==> config.mk <==
export PLATFORM = sky130hd
export DESIGN_NAME = reg_wb_arbiter
export DESIGN_NICKNAME = d
export VERILOG_FILES = /design/src/rtl/reg_wb_arbiter.sv
export SDC_FILE = /design/constraint.sdc
export NUM_CORES = 1
export LEC_CHECK = 0
export CAP_MARGIN = 30
export CORE_MARGIN = 2
export CORE_UTILIZATION = 39
export DETAILED_ROUTE_END_ITERATION = 8
export HOLD_SLACK_MARGIN = 0.15
export PLACE_DENSITY = 0.8
export SLEW_MARGIN = 30
export SYNTH_ARGS = -nofsm -noshare
export SYNTH_HDL_FRONTEND = slang
export SYNTH_SLANG_ARGS = --single-unit
==> constraint.sdc <==
create_clock -name clk -period 1.7 [get_ports clk]
set_input_delay 0.34 -clock clk [delete_from_list [all_inputs] [get_ports clk]]
set_output_delay 0.34 -clock clk [all_outputs]
set_load 0.01 [all_outputs]
==> src/rtl/reg_wb_arbiter.sv <==
// Write-port arbiter for the register file: shares one registered write port between
// the pipeline write-back (A, fixed priority) and the long-latency unit (B, anti-starvation).
module reg_wb_arbiter #(
  parameter int unsigned ADDR_W       = 5,
  parameter int unsigned DATA_W       = 32,
  parameter int unsigned STARVE_LIMIT = 4
) (
  input  logic              clk,
  input  logic              reset,
  input  logic              a_valid,
  input  logic [ADDR_W-1:0] a_addr,
  input  logic [DATA_W-1:0] a_data,
  output logic              a_ready,
  input  logic              b_valid,
  input  logic [ADDR_W-1:0] b_addr,
  input  logic [DATA_W-1:0] b_data,
  output logic              b_ready,
  output logic              regwrite,
  output logic [ADDR_W-1:0] REG_address_wb,
  output logic [DATA_W-1:0] data_wb,
  output logic              b_forced
);

  localparam logic [3:0] Limit = 4'(STARVE_LIMIT);

  typedef enum logic [0:0] {StAPrio, StBPrio} state_e;

  state_e            state_q, state_d;
  logic [3:0]        wait_cnt_q, wait_cnt_d;
  logic              a_xfer, b_xfer;
  logic              regwrite_q;
  logic [ADDR_W-1:0] wb_addr_q;
  logic [DATA_W-1:0] wb_data_q;

  assign a_xfer = a_valid && a_ready;
  assign b_xfer = b_valid && b_ready;

  always_ff @(posedge clk) begin
    if (reset) begin
      state_q    <= StAPrio;
      wait_cnt_q <= '0;
    end else begin
      state_q    <= state_d;
      wait_cnt_q <= wait_cnt_d;
    end
  end

  always_comb begin
    state_d    = state_q;
    wait_cnt_d = wait_cnt_q;
    // Any cycle B is valid but not transferred counts as a refusal.
    if (!b_valid || b_xfer) begin
      wait_cnt_d = '0;
    end else if (wait_cnt_q != Limit) begin
      wait_cnt_d = wait_cnt_q + 4'd1;
    end
    unique case (state_q)
      StAPrio: if (wait_cnt_d == Limit) state_d = StBPrio;
      StBPrio: if (b_xfer || !b_valid) state_d = StAPrio;
      default: state_d = StAPrio;
    endcase
  end

  always_comb begin
    a_ready  = 1'b0;
    b_ready  = 1'b0;
    b_forced = 1'b0;
    if (!reset) begin
      unique case (state_q)
        StAPrio: begin
          a_ready = 1'b1;
          b_ready = !a_valid;
        end
        StBPrio: begin
          b_ready  = 1'b1;
          b_forced = 1'b1;
        end
        default: ;
      endcase
    end
  end

  // Writes to r0 are accepted upstream but never enabled toward the register file.
  always_ff @(posedge clk) begin
    if (reset) begin
      regwrite_q <= 1'b0;
      wb_addr_q  <= '0;
      wb_data_q  <= '0;
    end else if (a_xfer) begin
      regwrite_q <= (a_addr != '0);
      wb_addr_q  <= a_addr;
      wb_data_q  <= a_data;
    end else if (b_xfer) begin
      regwrite_q <= (b_addr != '0);
      wb_addr_q  <= b_addr;
      wb_data_q  <= b_data;
    end else begin
      regwrite_q <= 1'b0;
    end
  end

  assign regwrite       = regwrite_q;
  assign REG_address_wb = wb_addr_q;
  assign data_wb        = wb_data_q;

endmodule

* Yosys cells after proc, flatten, opt, wreduce, memory -nomap -nowiden
Cells that the tools add are included.
** Cells by class
- Multiplexer cells :: 17
- Bitwise gates (word level) :: 1
- Equal/unequal tests :: 2
- Add/subtract/negate cells :: 1
- Reduce and logical (&&, ||, !) cells :: 8
** Operators by type and width (number)
- 32-bit 2-to-1 mux :: 2
- 5-bit 2-to-1 mux :: 2
- 5-bit nonzero test :: 2
- 1-bit 2-to-1 mux :: 9
- 4-bit 2-to-1 mux :: 2
- 4-bit by 1-bit adder with 4-bit output (second input constant) :: 1
- 4-bit by 3-bit equality test with 1-bit output (second input constant) :: 1
- 4-bit by 3-bit inequality test with 1-bit output (second input constant) :: 1
- 1-bit one-hot mux with 2 select lines :: 2
- 1-bit logical AND :: 2
- 1-bit zero test :: 2
- 2-bit nonzero test :: 1
- 1-bit logical OR :: 1
- 1-bit NOT :: 1
** Storage, ports and cells
- Register bits after elaboration :: 43
- Output and inout bits :: 41

* Depth between registers and ports, before layout
- Depth after elaboration :: 9
- Depth in mapped cells :: 6
- Depth with buffers taken out :: 5

* Worst setup path after synthesis
No wires, ideal clock.
- Path type :: input to register
- From :: in reset
- To :: reg wb_addr_q[0] (netlist: REG_address_wb[0])
- Stages :: 6
- Setup slack :: 0.239 ns
- Data required time :: 1.553 ns
- Path buffers :: 3
- Arrival time :: 1.314 ns
- Cell sequence :: buf_2 -> or3b_1 -> buf_2 -> buf_2 -> nand2_1 -> a311oi_2
** On the way
- Longest elaborated chain between the ends :: 3
** Ends and longest elaborated chain
- start, declared :: RTL line 9 : input logic reset,
- 1-bit 2-to-1 mux :: RTL line 68 : if (!reset) begin
- 1-bit logical AND (on tied branches) :: RTL line 35, 36
- 5-bit 2-to-1 mux or 2-bit nonzero test (tied branches)
- end signal, assigned :: RTL line 91 : wb_addr_q <= a_addr;
- end signal, assigned :: RTL line 95 : wb_addr_q <= b_addr;
- end, declared :: RTL line 32 : logic [ADDR_W-1:0] wb_addr_q;
Parallel ways exist; a longest one is shown, timed or not.
A chain may end at the register's enable or synchronous reset.

* Final worst setup path
- From :: in a_valid
- To :: out b_ready
** On the way
- Longest elaborated chain between the ends :: 3
** Ends and longest elaborated chain
- start, declared :: RTL line 10 : input logic a_valid,
- 1-bit zero test :: RTL line 72 : b_ready = !a_valid;
- 1-bit one-hot mux with 2 select lines :: RTL line 69 : unique case (state_q)
- 1-bit 2-to-1 mux :: RTL line 68
- end, declared :: RTL line 17 : output logic b_ready,
No other way between the ends.

==> impl_metrics.env <==
export IMPL_ys_ff_latch=43
export IMPL_initial_core_util_pct=40.37
export IMPL_final_layout_size_suffix_gt1_share_pct=15.95
export IMPL_dp_hpwl_um=4731
export IMPL_vias=2322
export IMPL_drtIter0Drc=104
export IMPL_grt_max_degree=23
export IMPL_syn_area_mm2=0.002210
export IMPL_crit_path_start_kind="primary input"
export IMPL_syn_inst=255
export IMPL_outcome="completed"
export IMPL_antenna_cells=0
export IMPL_grt_usage_pct=20.98
export IMPL_fillers=494
export IMPL_clk_latency_ns=0.29
export IMPL_synth_cell_types=28
export IMPL_synth_warning_count=0
export IMPL_dieArea_mm2=0.006284
export IMPL_wire_per_inst_um=14.73
export IMPL_htreeDepth=2
export IMPL_powerDensity_mw_per_mm2=680.2
export IMPL_slew_viol_final=0
export IMPL_grt_ovfl_total=0
export IMPL_wl_um=6510
export IMPL_io_buffers=118
export IMPL_clk_path_buf_depth=2
export IMPL_grt_pass1_wl_um=10390
export IMPL_endpoint_kind="output pin"
export IMPL_path_clk_slew_ns=0.08
export IMPL_rsz0062_at_grt="no"
export IMPL_viasPerCell=5.253
export IMPL_fmaxAchievable_mhz=605.3
export IMPL_tritoncts="built"
export IMPL_final_setup_viol_count=0
export IMPL_gp_congestion=0.7573
export IMPL_crit_fanout=2
export IMPL_avgSynthCellArea_um2=8.665
export IMPL_fin_total_pwr_uw=2437
export IMPL_hold_class="primary input to flip-flop"
export IMPL_chipHeight_um=79.27
export IMPL_coreArea_mm2=0.005473
export IMPL_cap_violations=0
export IMPL_ios=119
export IMPL_die_width_um=79.27
export IMPL_cp_arrival_ns=1.31
export IMPL_clock_root_buffer="clkbuf_8"
export IMPL_ant_nets=0
export IMPL_path_class="primary input to output pin"
export IMPL_num_rows=27
export IMPL_grt_antenna_before_repair=0
export IMPL_worst_slew_pin_slew_ns=0.3112
export IMPL_cts_sinks=43
export IMPL_max_slew_margin_pct=79.26
export IMPL_finalCriticalPeriod_ns=1.652
export IMPL_stdcell_area_mm2=0.003583
export IMPL_dr_pass1_iters=4
export IMPL_peakVddDrop_mv=0.4090
export IMPL_cp_required_ns=1.36
export IMPL_area_growth_pct=62.17
export IMPL_drc_errors=0
export IMPL_synth_nets=335
export IMPL_dpl_cell_area_mm2=0.003496
export IMPL_finClkSkew_ns=0.001276
export IMPL_p_leak_uw=0.001337
export IMPL_fin_crit_sh_pct=97.18
export IMPL_final_hold_violation_count=0
export IMPL_cts_buffers=5
export IMPL_layout_nets=449
export IMPL_yosysSeqAreaShare_pct=38.96
export IMPL_grt_pass1_vias=2240
export IMPL_cts_hold_buf=0
-- flip-flops by register name, summed over array words and instances (netlist names) --
name            cells
data_wb            32
state_q             1
regwrite            1
wait_cnt_q          4
REG_address_wb      5
-- cell type report --
class                   count  area (µm²)  area share [%]
clock inverters             3       15.01          0.4190
well taps                  72       90.09           2.514
flip-flops and latches     43       864.6           24.13
inverters                   3       11.26          0.3142
multi-input cells         183        1207           33.69
clock buffers               5       68.82           1.920
repair buffers            133        1326           37.01
-- worst max-delay path, stage by stage --
cell	delay, ns
clkdlybuf4s50_1	0.48
nor2b_4	0.15
nor2_1	0.05
dlygate4sd2_1	0.30
-- cells by family (layout without fill, tap and decap cells) --
kind of cell	Yosys count	in the layout	synth area share (%)
buffers and inverters	29	144	7.021
adder cells (fa/ha/maj)	2	2	1.132
multiplexers	1	1	0.4530
AND/OR/NAND/NOR	138	138	27.80
AO/OA/AOI/OAI	42	42	24.63
flip-flops	43	43	38.96
-- where the power goes --
part,leakage [µW],internal [µW],total (µW),switching (µW)
registers,0.000358,1080,1120,39.2
clock network,0.0000477,281,633,351
logic,0.000931,405,687,282
-- stage by stage --
step | instances | TNS [ns] | setup WS, ns | hold slack [ns] | utilization, %
2_1_floorplan | 255 | 0 | 0.2394 | 0.4981 | -
5_1_grt | 442 | 0 | 0.007335 | 0.5548 | 65.48
4_1_cts | 442 | 0 | 0.003164 | 0.5260 | 65.43
6_report | 442 | 0 | 0.04788 | 0.5322 | 65.48
3_5_place_dp | 434 | -6.856 | -0.2240 | 0.5556 | 63.88
3_3_place_gp | 434 | -5.587 | -0.2080 | 0.5418 | 63.88
-- what timing repair did --
action	CTS	global route
resized for setup	4	1
endpoints found under the setup margin	3	1
buffers inserted	0	0
-- cell usage in the layout, fill, tap and decap left out --
cell | netlist | routed
clkdlybuf4s50_1 | 0 | 114
nor3b_1 | 1 | 1
or4_1 | 1 | 1
or3b_1 | 1 | 1
dfxtp_1 | 43 | 42
dfxtp_4 | 0 | 1
nand2_1 | 76 | 76
nor2b_1 | 3 | 2
mux2i_1 | 1 | 1
a311oi_2 | 30 | 30
dlygate4sd2_1 | 0 | 2
clkinv_2 | 0 | 3
nor3b_4 | 0 | 1
o2111ai_1 | 1 | 1
nor3_1 | 39 | 39
nor2b_4 | 0 | 1
clkbuf_8 | 0 | 5
buf_4 | 2 | 12
a311oi_1 | 8 | 8
a21oi_1 | 1 | 1
nand3b_1 | 1 | 1
nor4_1 | 1 | 1
buf_2 | 7 | 1
inv_1 | 3 | 3
nand4_1 | 1 | 1
ha_1 | 2 | 2
and3_1 | 1 | 1
o21ai_0 | 2 | 2
or2_2 | 1 | 2
nor2_1 | 8 | 8
dlymetal6s2s_1 | 0 | 1
buf_12 | 0 | 3
nand3_1 | 2 | 2
-- cells in the mapped netlist --
| cell type | number | share of area, % |
|---|---|---|
| nor3_1 | 39 | 8.8 |
| nor3b_1 | 1 | 0.34 |
| dfxtp_1 | 43 | 39 |
| nor2b_1 | 3 | 0.85 |
| or2_1 | 1 | 0.28 |
| a311oi_1 | 8 | 3.2 |
| nand3_1 | 2 | 0.45 |
| buf_4 | 2 | 0.68 |
| nand4_1 | 1 | 0.28 |
| nor4_1 | 1 | 0.28 |
| nor2_1 | 8 | 1.4 |
| mux2i_1 | 1 | 0.45 |
| nand2_1 | 76 | 13 |
| nor3b_2 | 1 | 0.57 |
| clkbuf_1 | 13 | 2.2 |
| ha_1 | 2 | 1.1 |
| o2111ai_1 | 1 | 0.40 |
| inv_1 | 3 | 0.51 |
| or4_1 | 1 | 0.34 |
| nand3b_1 | 1 | 0.34 |
| buf_2 | 7 | 1.6 |
| a311oi_2 | 30 | 20 |
| or2_2 | 1 | 0.28 |
| and3_1 | 1 | 0.28 |
| buf_6 | 4 | 2.0 |
| or3b_1 | 1 | 0.40 |
| a21oi_1 | 1 | 0.23 |
| o21ai_0 | 2 | 0.45 |
-- routing by layer --
layer / global-route usage, % / wire [µm] / up-vias
met2: 35.76 / 3159 / 88
met5: 0 / 0 / -
met4: 5.000 / 58 / 0
li1: - / - / 1145
met3: 8.182 / 602 / 5
met1: 24.79 / 2690 / 1084
-- worst paths after layout --
kind	start	end	slack (ns)	cells after the start
setup / recovery	a_valid	b_ready	0.05	4
hold / removal	reset	state_q	0.53	4
setup reg to reg	wait_cnt_q[0]	state_q	0.19	5
hold reg to reg	wait_cnt_q[3]	wait_cnt_q[3]	0.58	2
(Power assumes the default switching activity.)
